`src/rtl/r_resp_gen.sv`:
```
// r_resp_gen: slave-side AXI read responder.
// AR requests are queued in order. Each beat is fetched from a synchronous memory port
// (data returns the cycle after mem_re) and then presented on the R channel with VALID/READY.
// Optional macro R_RANGE_CHECK_EN: beats at or above ADDR_LIMIT skip the memory read and
// return RDATA=0 with RRESP=SLVERR; the burst still runs to RLAST.
module r_resp_gen #(
  parameter int unsigned           ID_WIDTH   = 4,
  parameter int unsigned           ADDR_WIDTH = 32,
  parameter int unsigned           DATA_WIDTH = 32,
  parameter int unsigned           CMD_DEPTH  = 4,
  parameter logic [ADDR_WIDTH-1:0] ADDR_LIMIT = ADDR_WIDTH'(32'h0000_1000)
) (
  input  logic                  ACLK,
  input  logic                  ARESETn,
  input  logic [ID_WIDTH-1:0]   ARID,
  input  logic [ADDR_WIDTH-1:0] ARADDR,
  input  logic [7:0]            ARLEN,
  input  logic                  ARVALID,
  output logic                  ARREADY,
  output logic [ID_WIDTH-1:0]   RID,
  output logic [DATA_WIDTH-1:0] RDATA,
  output logic [1:0]            RRESP,
  output logic                  RLAST,
  output logic                  RVALID,
  input  logic                  RREADY,
  output logic                  mem_re,
  output logic [ADDR_WIDTH-1:0] mem_addr,
  input  logic [DATA_WIDTH-1:0] mem_rdata
);

  localparam int unsigned BEAT_BYTES = DATA_WIDTH / 8;
  localparam int unsigned PTR_W      = (CMD_DEPTH > 1) ? $clog2(CMD_DEPTH) : 1;
  localparam int unsigned CNT_W      = $clog2(CMD_DEPTH + 1);

  typedef struct packed {
    logic [ID_WIDTH-1:0]   id;
    logic [ADDR_WIDTH-1:0] addr;
    logic [7:0]            len;
  } cmd_t;

  typedef enum logic [1:0] {S_IDLE, S_FETCH, S_LOAD, S_SEND} state_e;

  state_e state_q, state_d;

  cmd_t             cmd_q [CMD_DEPTH];
  cmd_t             head_c;
  logic [PTR_W-1:0] wr_ptr_q, rd_ptr_q;
  logic [CNT_W-1:0] count_q, count_d;
  logic             arready_q;
  logic             push_c, pop_c;

  logic [ID_WIDTH-1:0]   cur_id_q, cur_id_d;
  logic [ADDR_WIDTH-1:0] cur_addr_q, cur_addr_d;
  logic [7:0]            beat_cnt_q, beat_cnt_d;
  logic                  err_q, err_d, oob_c;

  logic                  rvalid_q, rvalid_d;
  logic [ID_WIDTH-1:0]   rid_q, rid_d;
  logic [DATA_WIDTH-1:0] rdata_q, rdata_d;
  logic [1:0]            rresp_q, rresp_d;
  logic                  rlast_q, rlast_d;
  logic                  mem_re_q, mem_re_d;
  logic [ADDR_WIDTH-1:0] mem_addr_q, mem_addr_d;

`ifndef R_RANGE_CHECK_EN
  logic unused_limit;
  assign unused_limit = ^ADDR_LIMIT;
`endif

  assign push_c  = ARVALID & arready_q;
  assign pop_c   = (state_q == S_IDLE) && (count_q != '0);
  assign head_c  = cmd_q[rd_ptr_q];
  assign count_d = count_q + CNT_W'(push_c) - CNT_W'(pop_c);

  assign ARREADY  = arready_q;
  assign RVALID   = rvalid_q;
  assign RID      = rid_q;
  assign RDATA    = rdata_q;
  assign RRESP    = rresp_q;
  assign RLAST    = rlast_q;
  assign mem_re   = mem_re_q;
  assign mem_addr = mem_addr_q;

  // Command queue storage (payload only, no reset needed)
  always_ff @(posedge ACLK) begin
    if (push_c) begin
      cmd_q[wr_ptr_q] <= '{id: ARID, addr: ARADDR, len: ARLEN};
    end
  end

  // Command queue pointers, occupancy and registered ARREADY
  always_ff @(posedge ACLK or negedge ARESETn) begin
    if (!ARESETn) begin
      wr_ptr_q  <= '0;
      rd_ptr_q  <= '0;
      count_q   <= '0;
      arready_q <= 1'b1;
    end else begin
      if (push_c) wr_ptr_q <= wr_ptr_q + PTR_W'(1);
      if (pop_c)  rd_ptr_q <= rd_ptr_q + PTR_W'(1);
      count_q   <= count_d;
      arready_q <= (count_d != CNT_W'(CMD_DEPTH));
    end
  end

  // FSM state register
  always_ff @(posedge ACLK or negedge ARESETn) begin
    if (!ARESETn) state_q <= S_IDLE;
    else          state_q <= state_d;
  end

  // FSM next-state logic
  always_comb begin
    state_d = state_q;
    case (state_q)
      S_IDLE:  if (count_q != '0) state_d = S_FETCH;
      S_FETCH: state_d = S_LOAD;
      S_LOAD:  state_d = S_SEND;
      S_SEND:  if (RREADY) state_d = rlast_q ? S_IDLE : S_FETCH;
      default: state_d = S_IDLE;
    endcase
  end

  // FSM output / datapath next values
  always_comb begin
    cur_id_d   = cur_id_q;
    cur_addr_d = cur_addr_q;
    beat_cnt_d = beat_cnt_q;
    rvalid_d   = rvalid_q;
    rid_d      = rid_q;
    rdata_d    = rdata_q;
    rresp_d    = rresp_q;
    rlast_d    = rlast_q;
    case (state_q)
      S_IDLE: begin
        if (pop_c) begin
          cur_id_d   = head_c.id;
          cur_addr_d = head_c.addr;
          beat_cnt_d = head_c.len;
        end
      end
      S_LOAD: begin
        rvalid_d = 1'b1;
        rid_d    = cur_id_q;
        rdata_d  = err_q ? '0 : mem_rdata;
        rresp_d  = err_q ? 2'b10 : 2'b00;
        rlast_d  = (beat_cnt_q == 8'd0);
      end
      S_SEND: begin
        if (RREADY) begin
          rvalid_d = 1'b0;
          if (!rlast_q) begin
            beat_cnt_d = beat_cnt_q - 8'd1;
            cur_addr_d = cur_addr_q + ADDR_WIDTH'(BEAT_BYTES);
          end
        end
      end
      default: ;
    endcase
`ifdef R_RANGE_CHECK_EN
    oob_c = (cur_addr_d >= ADDR_LIMIT);
`else
    oob_c = 1'b0;
`endif
    mem_re_d   = (state_d == S_FETCH) && !oob_c;
    mem_addr_d = (state_d == S_FETCH) ? cur_addr_d : mem_addr_q;
    err_d      = (state_d == S_FETCH) ? oob_c : err_q;
  end

  // Datapath and R channel output registers
  always_ff @(posedge ACLK or negedge ARESETn) begin
    if (!ARESETn) begin
      cur_id_q   <= '0;
      cur_addr_q <= '0;
      beat_cnt_q <= '0;
      err_q      <= 1'b0;
      rvalid_q   <= 1'b0;
      rid_q      <= '0;
      rdata_q    <= '0;
      rresp_q    <= 2'b00;
      rlast_q    <= 1'b0;
      mem_re_q   <= 1'b0;
      mem_addr_q <= '0;
    end else begin
      cur_id_q   <= cur_id_d;
      cur_addr_q <= cur_addr_d;
      beat_cnt_q <= beat_cnt_d;
      err_q      <= err_d;
      rvalid_q   <= rvalid_d;
      rid_q      <= rid_d;
      rdata_q    <= rdata_d;
      rresp_q    <= rresp_d;
      rlast_q    <= rlast_d;
      mem_re_q   <= mem_re_d;
      mem_addr_q <= mem_addr_d;
    end
  end

endmodule
```
`config.mk`:
```
export PLATFORM = sky130hd
export DESIGN_NAME = r_resp_gen
export DESIGN_NICKNAME = d
export VERILOG_FILES = /design/src/rtl/r_resp_gen.sv
export SDC_FILE = /design/constraint.sdc
export NUM_CORES = 1
export LEC_CHECK = 0
export CAP_MARGIN = 20
export CORE_MARGIN = 5
export CORE_UTILIZATION = 35
export DETAILED_ROUTE_END_ITERATION = 10
export SLEW_MARGIN = 20
export SYNTH_ARGS = -nofsm -noshare
export SYNTH_HDL_FRONTEND = slang
export SYNTH_SLANG_ARGS = --single-unit
```
`constraint.sdc`:
```
create_clock -name ACLK -period 4.59 [get_ports ACLK]
set_input_delay 1.1475 -clock ACLK [delete_from_list [all_inputs] [get_ports ACLK]]
set_output_delay 1.1475 -clock ACLK [all_outputs]
set_load 0.005 [all_outputs]
```
After elaboration in Yosys (flattened, before gate mapping)
Memories as Yosys holds them, arrays and structs flattened.
Index checks and enable logic that the tools add are counted.
{"block": "totals", "ff_bits": 125, "ram_bits": 176, "in_bits": 80, "word_cells": 55, "n_memories": 1}
{"block": "classes", "addsub": 6, "n_eq_ne": 8, "n_mux": 16, "bitwise": 1, "reduce_logical": 9}
{"memory": "cmd_q", "depth": 4, "width": 44, "read_ports": 1, "rd_ports_with_merged_regs": 0, "wr": 1, "line_no": "45", "rtl": "cmd_t cmd_q [CMD_DEPTH];"}
{"cell": "$mux 32", "count": 3}
{"cell": "$pmux 32 s2", "count": 1}
{"cell": "$add 32x3->32 const B", "count": 1}
{"cell": "$mux 8", "count": 3}
{"cell": "$pmux 8 s2", "count": 1}
{"cell": "$logic_not 8->1", "count": 1}
{"cell": "$pmux 2 s4", "count": 1}
{"cell": "$sub 8x1->8 const B", "count": 1}
{"cell": "$ne 2x2->1 const B", "count": 3}
{"cell": "$add 2x1->2 const B", "count": 2}
{"cell": "$eq 2x1->1 const B", "count": 2}
{"cell": "$eq 2x2->1 const B", "count": 2}
{"cell": "$mux 1", "count": 4}
{"cell": "$mux 2", "count": 2}
{"cell": "$reduce_and 2->1", "count": 2}
{"cell": "$reduce_and 4->1", "count": 1}
{"cell": "$reduce_bool 2->1", "count": 2}
{"cell": "$add 3x1->3", "count": 1}
{"cell": "$ne 3x3->1 const B", "count": 1}
{"cell": "$reduce_bool 3->1", "count": 1}
{"cell": "$sub 3x1->3", "count": 1}
{"cell": "$logic_not 2->1", "count": 1}
{"cell": "$pmux 1 s2", "count": 1}
{"cell": "$and 1x1->1", "count": 1}
{"cell": "$logic_and 1x1->1", "count": 1}

Depth between registers and ports, before layout
Gate-level depths: netlist of run 1.
{"block": "logic_depth", "ltp_word": 4, "mapped_depth": 13, "mapped_depth_nobuf": 11}

Worst setup path after synthesis of run 1
No wires, ideal clock.
{"block": "synth_path", "path_kind": "input -> register", "start": "input port RREADY", "end": "register mem_addr_q[10], in the netlist mem_addr[10]", "setup_ns": 0.125, "t_arrival_ns": 2.731, "required_ns": 4.465, "path_slack_ns": 1.734, "cell_stages": 8, "n_path_buf": 3, "path_cell_list": "clkbuf_1 -> nand2b_1 -> a31oi_1 -> or3_1 -> buf_2 -> inv_2 -> buf_2 -> mux2_2"}
{"block": "synth_between", "elab_chain_len": 3, "word_cells_on_any_way": 5, "cone_classes": "1 x eq/ne; 4 x mux"}
{"element": "from (decl)", "line_no": "25", "rtl": "input logic RREADY,"}
{"element": "$mux 2", "line_no": "119", "rtl": "S_SEND: if (RREADY) state_d = rlast_q ? S_IDLE : S_FETCH;"}
{"element": "$pmux 2 s4", "line_no": "115", "rtl": "case (state_q)"}
{"element": "$eq 2x1->1"}
{"element": "to (signal assigned)", "line_no": "195", "rtl": "mem_addr_q <= mem_addr_d;"}
{"element": "to (decl)", "line_no": "63", "rtl": "logic [ADDR_WIDTH-1:0] mem_addr_q, mem_addr_d;"}
Several ways; a longest one is shown, not always the timed one.
A chain may end at the register's enable or synchronous reset.

Worst setup path in the final report of run 1
{"block": "layout_path", "start": "input port RREADY", "end": "register mem_addr_q[5], in the netlist mem_addr[5]"}
The elaborated chain is that of the path after synthesis.

==> results of run 1 <==
-- worst reg2reg max path, cell delays in order, from the launching register on --
cell and delay [ps]:
dfrtp_1 410, inv_1 100, ha_1 400, nor4b_1 700, or3_1 350, inv_2 350
buf_4 280, nor2_1 90, a21oi_1 50
-- cells in the final DEF (no fill, tap or decap), types with 4 or more instances in the layout --
cell / Yosys / final
nor4_1: 8 / 8
o22ai_1: 10 / 10
or4_1: 6 / 6
clkinv_2: 0 / 6
edfxtp_1: 176 / 176
and3_1: 11 / 7
nand3_1: 20 / 20
nor3_1: 9 / 7
clkinv_1: 0 / 5
xnor2_1: 4 / 4
o21a_1: 4 / 4
or3_1: 9 / 9
o31a_1: 4 / 4
buf_4: 5 / 23
a31oi_1: 15 / 15
clkbuf_16: 0 / 35
a32oi_1: 4 / 4
a22oi_1: 10 / 10
nand2_1: 47 / 47
clkbuf_1: 22 / 7
o211ai_1: 4 / 4
nor2_1: 29 / 29
dfrtp_1: 124 / 122
mux4_2: 44 / 44
a21oi_1: 28 / 28
mux2i_1: 6 / 6
nor4b_1: 4 / 4
o31ai_1: 8 / 8
clkbuf_8: 0 / 6
ha_1: 12 / 11
nand4_1: 7 / 7
nand2b_1: 5 / 5
mux2_2: 67 / 67
and3_2: 1 / 5
o21ai_0: 20 / 20
clkdlybuf4s50_1: 0 / 150
a22o_1: 6 / 6
inv_1: 23 / 23
-- cells in the mapped netlist (5+ instances only) --
cell and instances:
edfxtp_1 176, dfrtp_1 124, mux2_2 67, nand2_1 47, mux4_2 44, nor2_1 29, a21oi_1 28, inv_1 23
clkbuf_1 22, nand3_1 20, o21ai_0 20, a31oi_1 15, ha_1 12, and3_1 11, a22oi_1 10, buf_2 10
o22ai_1 10, buf_1 9, nor3_1 9, or3_1 9, nor4_1 8, o31ai_1 8, nand4_1 7, a22o_1 6
mux2i_1 6, or4_1 6, buf_4 5, nand2b_1 5
-- stage by stage --
step	cell area, um2	setup WS (ps)	hold WS (ps)
after floorplan	12600	1730	472
after global placement	14600	752	487
after detailed placement	14600	684	495
after CTS	15700	1200	507
after global routing	15700	1070	525
final	15700	1220	503
-- logic make-up (layout without fill, tap and decap cells) --
logic type	Yosys count	count (layout)	synth area share, %
adders and majority gates	13	13	1.35
AOI/OAI and AO/OA	135	135	7.21
DFF	301	301	67.0
and+or+nand+nor	172	172	7.28
buffers and inverters	71	260	2.43
muxes	117	117	14.4
other	1	2	0.0298
xor gates and xnor gates	5	5	0.349
-- routing by layer --
| metal | share of wire, % | GRT usage [%] | vias up |
|---|---|---|---|
| met2 | 47 | 23.6 | 263 |
| met4 | 2.1 | 4.15 | 2 |
| met3 | 7.0 | 3.44 | 50 |
| li1 | - | - | 3515 |
| met1 | 44 | 20.8 | 3844 |
| met5 | 0.043 | 0 | - |
-- worst max-delay path by stage --
stage,startpoint,endpoint,slack [ps],cells after the start
6_report,RREADY,mem_addr[5],1220,6
5_1_grt,RREADY,mem_addr[2],1070,6
4_1_cts,RREADY,mem_addr[14],1200,6
3_5_place_dp,RREADY,mem_addr[23],680,6
3_3_place_gp,RREADY,mem_addr[21],750,6
2_1_floorplan,RREADY,mem_addr[10],1730,8
-- where the power goes --
part           total, mW  switching (mW)  leakage (nW)  internal, mW
Clock               2.54            1.03         0.528          1.50
Sequential          4.27           0.572          3.16          3.70
Combinational       3.99            2.01          2.04          1.99
Total               10.8            3.61          5.72          7.19
-- registers in the layout, indices dropped and copies added, names as in the netlist --
signal,cells
cmd_q,176
RDATA,32
cur_addr_q,32
mem_addr,32
beat_cnt_q,8
RID,4
cur_id_q,4
count_q,3
rd_ptr_q,2
state_q,2
wr_ptr_q,2
ARREADY,1
RLAST,1
RVALID,1
mem_re,1
-- layout make-up --
cell class | instances | area [um2]
Sequential cell | 301 | 8420
Tap cell | 461 | 577
Timing Repair Buffer | 174 | 1690
Inverter | 24 | 90.1
Clock inverter | 14 | 88.8
Clock buffer | 48 | 985
Fill cell | 3118 | 19800
Multi-Input combinational cell | 444 | 3870
==> results.md, run 1 <==
Clock network:
- The clock tree from TritonCTS is done.
- After clock tree synthesis, the clock-pin slew on the worst setup and hold paths is ~50 ps.
- At the later pin of the worst-skew pair, clock insertion delay measures slightly above 500 ps.
- The number of CTS-inserted buffers is 35.
- The cell chosen for the clock root is clkbuf_16.
- The number of resized instances in the post-cts repair step is 0.
- The clock tree synthesis step divided the H-tree into 2 levels.
- The buffer depth of the longest clock path is 3.
- Counting every sink on the clock net gives ~300.
- The number of post-CTS setup repair buffers is 0.
- The total of hold buffers inserted after clock tree synthesis is 0.

Worst setup path:
- The cell class contributing the biggest share of worst-path delay is buffers and inverters.
- The worst setup path is captured at a register.
- Among all stages on the critical path, the largest delay is contributed by inv_2.
- On the worst path, the slowest cell contributes a delay of around 610 ps.
- The worst register-to-register path ends at mem_addr[31].
- STA puts the critical path data required time at 4970 ps.
- The buffer and inverter count on the worst path is 2.
- The worst register-to-register path has a depth of 8.
- STA puts the critical path data arrival time at 3750 ps.
- The slack of the worst reg-to-reg path is between 1500 and 2000 ps.
- The sort of element at the start of the critical path is an input pin.
- Traced cell by cell, the critical path runs through clkdlybuf4s50_1 > nor2b_1 > a211oi_1 > or3_1 > inv_2 > mux2_2.
- The startpoint-to-endpoint class of the critical path is in2reg.
- The origin of the critical flop-to-flop path is state_q[0].
- The maximum net fanout on the critical path is 35.

Global route:
- The total overflow reported by the global router is 0.
- The initial antenna violation count is 1.
- Global routing consumed, over all layers together, between 10% and 20% of the routing resources.
- The first global-routing pass estimated about 46,000 um of wire.
- The via count of the first global-routing pass was 7,804.
- Entering global routing, the biggest net connects between 90 and 100 pins.

Finish:
- Measured on the finished design, the core utilization comes to about 44%.
- The share of layout cells above drive strength 1 is around 20%.
- The antenna cell count is 0.
- The net count of the finished layout is 1,073.
- Relative to the synthesized area, the layout overhead comes to 25.1%.
- The finished layout holds 1,466 standard cells, fillers aside.

Synthesis:
- Synthesis handed over a netlist of between 800 and 900 instances.
- The number of synthesis warnings is 0.
- The number of distinct library cells after synthesis is between 60 and 70.
- The average instance area after synthesis is approximately 15 um2.
- The share of flip-flops with an asynchronous set or reset is 41.5%.
- Among all flip-flop cells after synthesis, the most frequent one is edfxtp_1.
- Counting flops and latches in the post-synthesis netlist gives ~300.
- The number of enable-type register cells in the synthesized netlist is 176.
- After synthesis, flip-flops and latches occupy approximately two thirds of the total area.
- Sorting the synthesized cells by area gives the leading types as edfxtp_1 42%, dfrtp_1 25%, mux4_2 7.9%.
- The area share of the leading cell type in the synthesized netlist is a little over two fifths.
- Summed over all instances, the cell type with the most area after synthesis is edfxtp_1.
- The mapped netlist covers between 10,000 and 15,000 um2.

Drt:
- For this block, the via count after detailed routing is 7,674.
- Summed over all layers, the routed wires come to ~30,000 um.
- The count of nets left with antenna violations once routing finished came out at 0.
- The first TritonRoute pass finished after 8 iterations.
- In the final routed layout, each cell accounts on average for 20.4 um.
- In the routed design, unresolved DRC markers number 0.
- The average vias per placed instance is between 5 and 6.
- The first-iteration detailed-routing DRC count is between 600 and 700.

Floorplan:
- Measured along the y axis, the die boundary spans between 150 and 200 um.
- The initial core utilization is between 30% and 40%.
- The total die area is about 40,000 um2.
- In this run the horizontal extent of the chip is between 150 and 200 um.
- The count of pins on the block boundary is 154.
- The initialized floorplan defines just under 70 standard-cell rows.
- The area of the placeable core is between 30,000 and 40,000 um2.

Flow run:
- Max-cap violations in this run came to 0.

Timing:
- At the pin with the least slew margin, the transition time is about 1000 ps.
- The portion of the clock cycle consumed by the worst path in the final layout is roughly 73%.
- The clock arrives with approximately 20 ps of skew.
- The max-slew violation count is 0.
- The worst pin sits at a relative slew slack of about a third.
- The count of endpoints failing hold in the final timing report is 0.
- The smallest clock period supported by the final layout is computed as 3370 ps.
- Setup repair after global routing left no endpoint under its margin.
- Setup violations remaining at the end of the flow were counted as 0.
- The maximum clock frequency is a little under 300 MHz.
- Adding up every negative setup slack in the final design gives 0 ps.

Placed design:
- The congestion estimate from routability-driven global placement came to ~0.86.
- Detailed placement finished with a half-perimeter wire length of 20,600 um.
- Buffers placed on the I/O ports in this run total ~150.
- Including well taps, the total number of placed cells is roughly 1,400.

Power:
- IR analysis of the VDD net gives a maximum drop of approximately 0.00028 V.
- The static leakage is between 5 and 6 nW.
- The design draws between 10 and 15 mW.
- The power per unit of standard cell area is approximately 700 nW/um2.

Hold path:
- Counting instances, the worst hold path has a depth of 1.
- The startpoint identified for the worst hold timing path is RDATA[16].
- The worst hold path belongs to the class reg2reg.
- The worst hold path endpoint is RDATA[16].

Run status:
- The run finished with clean final reports.
Note: power is estimated with default switching activity, not from simulation.
==> inputs of run 2 (changes only) <==
clock period = 3.4 ns   (was 4.59 ns; I/O delays follow)
==> results.md, run 2 (synthesis gave the netlist of run 1 again) <==
Finish:
- The share of layout cells above drive strength 1 is 20.7% (was 20.3%).
- Leading cell types in the layout, fill and taps excluded: 176 x edfxtp_1, 150 x clkdlybuf4s50_1, 122 x dfrtp_1, 67 x mux2_2, 47 x nand2_1 (unchanged).
- The largest register by flop count was cmd_q (unchanged).
- The net count of the finished layout is 1,082 (was 1,073).
- The leading cell type in the layout, fill and taps excluded is edfxtp_1 (unchanged).
- The final cell count without fillers is 1,475 (was 1,466).
- The area overhead of the layout relative to synthesis is 26.7% (was 25.1%).
- The filler cell count in the final layout was 3,129 (was 3,118).
- The antenna cell count is 0 (unchanged).
- The flip-flop count of the largest register after layout was 176 (unchanged).

Power:
- The peak supply drop is 0.000423 V (was 0.000284 V).
- The fraction of power consumed by combinational cells is 37.7% (was 37.0%).
- The total power after layout is 14.9 mW (was 10.8 mW).
- The fraction of power consumed by the clock network is 24.1% (was 23.5%).
- The net load switching power is 4.89 mW (was 3.61 mW).
- The power per unit of standard cell area is 936 nW/um2 (was 687 nW/um2).
- The switching power as a share of total power is 32.8% (was 33.4%).
- The internal power contribution is 10.0 mW (was 7.19 mW).
- The sequential fraction of design power is 38.1% (was 39.5%).
- The static leakage is 5.81 nW (was 5.72 nW).

Drt:
- The routed via count is 7,713 (was 7,674).
- The first-iteration detailed-routing DRC count is 513 (was 683).
- The average wire per cell in the routed design came to 20.2 um (was 20.4 um).
- The residual DRC count is 0 (unchanged).
- The number of iterations in the first detailed-routing pass is 5 (was 8).
- The antenna violation net count after detailed routing is 0 (unchanged).
- The detailed-route wire length came to 29,800 um (was 30,000 um).
- The average vias per placed instance is 5.23 (about the same).

Placed design:
- The half-perimeter wire length after placement is 19,900 um (was 20,600 um).
- The post-placement cell count is 1,414 (was 1,404).
- The port buffer count was 151 (unchanged).
- The final weighted congestion in routability-driven placement is 0.866 (was 0.861).
- The worst slack after detailed placement came to 304 ps (was 684 ps).

Clock network:
- The number of post-CTS setup repair buffers is 0 (unchanged).
- The number of levels in the clock H-tree is 2 (unchanged).
- The insertion delay to the later sink of the worst-skew pair was 500 ps (was 510 ps).
- The clock tree from TritonCTS is done (unchanged).
- The number of resized instances in the post-cts repair step was 0 (unchanged).
- The clock transition at the registers of the reported paths is 60 ps (was 50 ps).
- The buffer depth of the longest clock path came to 3 (unchanged).
- The number of CTS-inserted buffers is 34 (was 35).
- The total of hold buffers inserted after clock tree synthesis is 0 (unchanged).
- The number of sinks driven by the clock tree is 301 (unchanged).
- The cell chosen for the clock root is clkbuf_16 (unchanged).

Floorplan:
- The height of the die is 199 um (unchanged).
- The width of the die is 199 um (unchanged).
- The area of the placeable core is 35,500 um2 (unchanged).
- The total die area came to 39,800 um2 (unchanged).
- The initial core utilization was 35.4% (unchanged).
- The number of placement rows is 69 (unchanged).
- The count of pins on the block boundary is 154 (unchanged).

Worst setup path:
- The required time of the worst setup path is 3840 ps (was 4970 ps).
- The sort of element at the start of the critical path was a register (was input pin).
- The buffer and inverter count on the worst path came to 0 (was 2).
- The cell class contributing the biggest share of worst-path delay is simple AND/OR/NAND/NOR gates (was buffers and inverters).
- The stage delay of the slowest cell on the critical path came to 670 ps (was 610 ps).
- The arrival time at the worst endpoint was 3100 ps (was 3750 ps).
- Crit-path cells: ha_1 > nand2b_1 > or3_1 > or4_1 > nand3_1 > mux2_2 (was clkdlybuf4s50_1 > nor2b_1 > a211oi_1 > or3_1 > inv_2 > mux2_2).
- The cell with the largest stage delay on the worst path is ha_1 (was inv_2).
- The element type at the critical path end is a register (unchanged).
- The startpoint-to-endpoint class of the critical path is reg2reg (was in2reg).
- The maximum net fanout on the critical path is 19 (was 35).

Global route:
- The initial antenna violation count was 1 (unchanged).
- The largest net degree at the start of global routing is 71 (was 98).
- The first-pass GRT wire length is 46,200 um (was 46,100 um).
- The via count of the first global-routing pass is 7,767 (was 7,804).
- The total overflow reported by the global router is 0 (unchanged).
- The global-route total usage across every layer is 14.9% (about the same).

Timing:
- The final number of setup-violating endpoints came to 0 (unchanged).
- The worst-margin pin slew is 746 ps (was 1020 ps).
- The maximum clock frequency is 376 MHz.
- Setup repair after global routing missed its margin: no (unchanged).
- The max-slew violation count is 0 (unchanged).
- The setup TNS after final layout is 0 ps (unchanged).
- The shortest period the worst path allows is 2660 ps.
- The headroom to the max-slew limit is 50.2% (was 31.8%).
- The final worst clock skew was 17.2 ps (was 19.9 ps).
- The count of endpoints failing hold in the final timing report came to 0 (unchanged).
- The setup slack after layout was 744 ps (was 1220 ps).
- The portion of the clock cycle consumed by the worst path in the final layout is 78.1%.

Flow run:
- The count of maximum capacitance violations is 0 (unchanged).

Hold path:
- The classification of the worst-slack hold path is in2async (was reg2reg).

Run status:
- Run status: finished, final reports clean (unchanged).
[run 2: cell count changes in the layout (fill, tap and decap cells not counted), sizes merged]
cell | before | now
bufinv | 0 | 3
buf | 24 | 34
clkbuf | 48 | 46
clkinv | 13 | 9
inv | 24 | 26
[run 2: through the flow]
step                hold WS [ps]  utilization, %  area [um2]
finish                       377            44.9       15900
detailed placement           492            41.7       14800
global route                 426            44.9       15900
CTS                          400            44.9       15900
global placement             485            41.7       14800
floorplan                    472               -       12600
[run 2: power by group through the flow]
| stage | Clock (mW) | Combinational (mW) | Sequential (mW) |
|---|---|---|---|
| 2_1_floorplan | 0 | 3.49 | 5.53 |
| 3_3_place_gp | 0 | 5.62 | 5.71 |
| 3_5_place_dp | 0 | 5.68 | 5.76 |
| 4_1_cts | 3.70 | 5.70 | 5.69 |
| 5_1_grt | 3.83 | 6.16 | 5.81 |
| 6_report | 3.59 | 5.62 | 5.68 |
[run 2: cell type report]
| cell class | instances | area [um2] | area share, % |
|---|---|---|---|
| Sequential cell | 301 | 8420 | 52.9 |
| Multi-Input combinational cell | 444 | 3860 | 24.3 |
| Timing Repair Buffer | 184 | 1860 | 11.7 |
| Clock buffer | 46 | 948 | 5.96 |
| Tap cell | 461 | 577 | 3.62 |
| Clock inverter | 15 | 158 | 0.991 |
| Inverter | 24 | 90.1 | 0.566 |
[run 2: final timing paths]
| kind | from | to | slack, ps | cells after the start |
|---|---|---|---|---|
| setup / recovery | state_q[1] | mem_addr[30] | 740 | 6 |
| hold / removal | ARESETn | count_q[0] | 380 | 1 |
| setup reg to reg | state_q[1] | mem_addr[30] | 740 | 6 |
| hold reg to reg | cur_id_q[0] | cur_id_q[0] | 500 | 1 |
| max in group asynchronous | ARESETn | cur_id_q[0] | 2370 | 2 |
| min in group ACLK | cur_id_q[0] | cur_id_q[0] | 500 | 1 |
[run 2: layer usage]
metal  global-route usage [%]  vias to the layer above  part of all wire (%)
li1                         -                     3531                     -
met1                     21.0                     3900                    45
met2                     23.8                      244                    47
met3                     3.47                       36                   7.1
met4                     3.60                        2                   1.6
met5                        0                        -                 0.044
==> patch 1, RTL diff (flow settings as in run 1) <==
`rdata_q` no longer has a reset.
--- a/src/rtl/r_resp_gen.sv
+++ b/src/rtl/r_resp_gen.sv
@@ -177,5 +177,4 @@
       rvalid_q   <= 1'b0;
       rid_q      <= '0;
-      rdata_q    <= '0;
       rresp_q    <= 2'b00;
       rlast_q    <= 1'b0;
@@ -189,5 +188,4 @@
       rvalid_q   <= rvalid_d;
       rid_q      <= rid_d;
-      rdata_q    <= rdata_d;
       rresp_q    <= rresp_d;
       rlast_q    <= rlast_d;
@@ -197,3 +195,7 @@
   end
 
+  always_ff @(posedge ACLK) begin
+    rdata_q <= rdata_d;
+  end
+
 endmodule
Formal check against the unedited RTL: differs if ARESETn is asserted again (counterexample within 10 cycles, from zero or initial values and one cycle with ARESETn low); with ARESETn held inactive, the same outputs for 10 cycles.
==> patch 1 against run 1 <==
- count of clock-buffer cells in the layout is 4 lower
- sequential cell count stayed put
- routed wire length is 2.6% lower
- total power is 4.9% lower
- cell area is 1.7% lower
- setup slack worse by 37 ps
- core utilization is 0.21 points higher
- synthesized area is 1.7% lower
- critical path type unchanged
- critical endpoint is now mem_addr[14]$_DFFE_PN0P_
- largest cell class unchanged
==> patch 1: results (changes against run 1) <==
run status completed (unchanged); wire length of the first global-routing pass 45400 µm (was 46100 µm); worst setup slack before clock tree synthesis 652 ps (was 684 ps); power per standard cell area 665 nW/µm² (was 687 nW/µm²); detail-routed via count per cell 5.26 (was 5.23); end of the worst hold path RID[0]$_DFFE_PN0P_ (was RDATA[16]$_DFFE_PN0P_); antenna violations before repair 0 (was 1); clock network share of area 0.0629 (was 0.0683); arrival time at the worst endpoint 3840 ps (was 3750 ps); worst ir drop on vdd 0.496 mV (was 0.284 mV); clock latency on the worst-skew pair 550 ps (was 510 ps); Layout Nets 1034 (was 1073); met3 demand-to-capacity share in global routing 0.0298 (was 0.0344); end of the worst register-to-register path beat_cnt_q[2]$_DFFE_PN0P_ (was mem_addr[31]$_DFFE_PN0P_); register fraction of the total cell area 0.555 (was 0.536); P_leak 5.48 nW (was 5.72 nW); via count of the first global-routing pass 7627 (was 7804); met2 routed wirelength 13400 µm (was 14100 µm); multi-input combinational cell count 413 (was 444); post-detailed-routing wire length 29200 µm (was 30000 µm); start point of the worst min-delay path cur_id_q[0]$_DFFE_PN0P_ (was RDATA[16]$_DFFE_PN0P_); Placed Area 14500 µm² (was 14600 µm²); worst-case reg-to-reg path depth 7 (was 8); reg2reg start state_q[1]$_DFF_PN0_ (was state_q[0]$_DFF_PN0_); layout cell share with drive strength beyond 1 0.170 (was 0.203)
==> patch 1: power breakdown <==
group	internal (mW)	total, mW	switching [mW]
Clock	1.39	2.40	1.01
Combinational	1.75	3.64	1.89
Sequential	3.71	4.24	0.531
Total	6.84	10.3	3.43
==> patch 1: cells by family after synthesis <==
family,Yosys count,synth area share
compound gates,134,0.0731
xor+xnor,5,0.00354
fa+ha+maj,13,0.0138
buf+inv,67,0.0235
flops,301,0.694
mux,85,0.117
other cells,1,0.000304
simple gates,174,0.0747
==> patch 1: per-stage QoR <==
| step | instances | power (mW) |
|---|---|---|
| 2_1_floorplan | 781 | 6.45 |
| 3_3_place_gp | 1363 | 7.93 |
| 3_5_place_dp | 1363 | 7.98 |
| 4_1_cts | 1420 | 10.4 |
| 5_1_grt | 1420 | 10.9 |
| 6_report | 1420 | 10.3 |
==> patch 2, RTL diff (settings of run 1) <==
Without the edit above. Change the parameter `ID_WIDTH` from 4 to 5.
--- a/src/rtl/r_resp_gen.sv
+++ b/src/rtl/r_resp_gen.sv
@@ -5,5 +5,5 @@
 // return RDATA=0 with RRESP=SLVERR; the burst still runs to RLAST.
 module r_resp_gen #(
-  parameter int unsigned           ID_WIDTH   = 4,
+  parameter int unsigned           ID_WIDTH   = 5,
   parameter int unsigned           ADDR_WIDTH = 32,
   parameter int unsigned           DATA_WIDTH = 32,
Ports: changed (resized ARID and RID); port bits go from 154 to 156. No check against the original RTL was run, so the function may have changed too.
==> patch 2 against run 1 <==
- synthesized cell count is 4.8% higher
- cell area is 3.1% higher
- sequential cell count is 6 higher
- synthesized area is 2.9% higher
- setup slack better by 190 ps
- clock skew is 3.4 ps higher
- critical endpoint is now mem_addr[2]$_DFFE_PN0P_
- routed wire length is 5.9% higher
- largest cell class unchanged
- critical path depth stayed put
- worst hold slack worse by 31 ps
- total power is 2.8% higher
==> patch 2: results (changes against run 1) <==
fill cell count 3256 (was 3118); leading cell types by total area after synthesis sky130_fd_sc_hd__edfxtp_1, sky130_fd_sc_hd__dfrtp_1, sky130_fd_sc_hd__mux4_2, sky130_fd_sc_hd__mux2_2, sky130_fd_sc_hd__nand2_1 (unchanged); worst-margin pin slew 868 ps (was 1020 ps); run status completed (unchanged); P_leak 5.94 nW (was 5.72 nW); met3 demand-to-capacity share in global routing 0.0263 (was 0.0344); most frequent cells after synthesis sky130_fd_sc_hd__edfxtp_1, sky130_fd_sc_hd__dfrtp_1, sky130_fd_sc_hd__mux2_2 (unchanged); IO buf count 153 (was 151); DP Wirelength 21000 µm (was 20600 µm); layout cell share with drive strength beyond 1 0.200 (was 0.203); overall global routing resource usage 0.152 (was 0.149); Setup Skew 23.3 ps (was 19.9 ps); RePlAce Congestion 0.912 (was 0.861); max incr delay on CP 740 ps (was 610 ps); sequential-to-total area share from yosys stat 0.664 (was 0.670); share of flip-flops with an asynchronous set or reset after synthesis 0.414 (was 0.415); worst ir drop on vdd 0.311 mV (was 0.284 mV); CP max FO 24 (was 35); Met1 Wirelength 14300 µm (was 13100 µm); maximum number of pins on one net before global-route repair 67 (was 98); total power 11.1 mW (was 10.8 mW); via count of the first global-routing pass 8248 (was 7804); antenna violations before repair 0 (was 1); clock group share of total power 0.246 (was 0.235); Vias 8123 (was 7674); arrival time at the worst endpoint 3570 ps (was 3750 ps); Layout Nets 1113 (was 1073); met2 routed wirelength 14900 µm (was 14100 µm); global-route met1 utilization 0.212 (was 0.208); wire length of the first global-routing pass 49100 µm (was 46100 µm); cell internal pwr 7.37 mW (was 7.19 mW)
patch 2: worst paths after layout:
kind                                          from                      end  slack, ps  depth (start not counted)
max                                         RREADY  mem_addr[2]$_DFFE_PN0P_       1410                          6
min                        cur_id_q[1]$_DFFE_PN0P_  cur_id_q[1]$_DFFE_PN0P_        470                          2
max reg2reg                   state_q[0]$_DFF_PN0_        ARREADY$_DFF_PN1_       1630                         12
min reg2reg                cur_id_q[1]$_DFFE_PN0P_  cur_id_q[1]$_DFFE_PN0P_        470                          2
max in group asynchronous                  ARESETn  mem_addr[9]$_DFFE_PN0P_       3050                          2
min in group asynchronous                  ARESETn       RID[4]$_DFFE_PN0P_        630                          1
patch 2: kinds of logic (layout without fill, tap and decap cells):
group / count (synthesis) / in the layout / share of synthesized area
flip-flops: 307 / 307 / 0.664
adder cells (fa/ha/maj): 13 / 13 / 0.0132
AND/OR/NAND/NOR: 203 / 203 / 0.0833
XOR/XNOR: 5 / 5 / 0.00339
buffers and inverters: 73 / 264 / 0.0253
multiplexers: 112 / 112 / 0.136
AO/OA/AOI/OAI: 140 / 140 / 0.0740
other: 1 / 2 / 0.000290
patch 2: area by class of cell:
class | count | area [µm²] | area share
clock buffer | 43 | 967 | 0.0597
inverter | 26 | 97.6 | 0.00603
clock inverter | 21 | 176 | 0.0109
multi-input combinational | 475 | 4030 | 0.249
sequential | 307 | 8590 | 0.530
timing repair buffer | 174 | 1750 | 0.108
tap | 468 | 586 | 0.0362
patch 2: metrics by stage:
step                      instance area, µm²  setup WS (ps)  std cells
after floorplan                        12900           1760        855
after global placement                 15100            927       1450
after detailed placement               15100            896       1450
after CTS                              16200           1420       1514
after global routing                   16200           1290       1514
final                                  16200           1410       1514
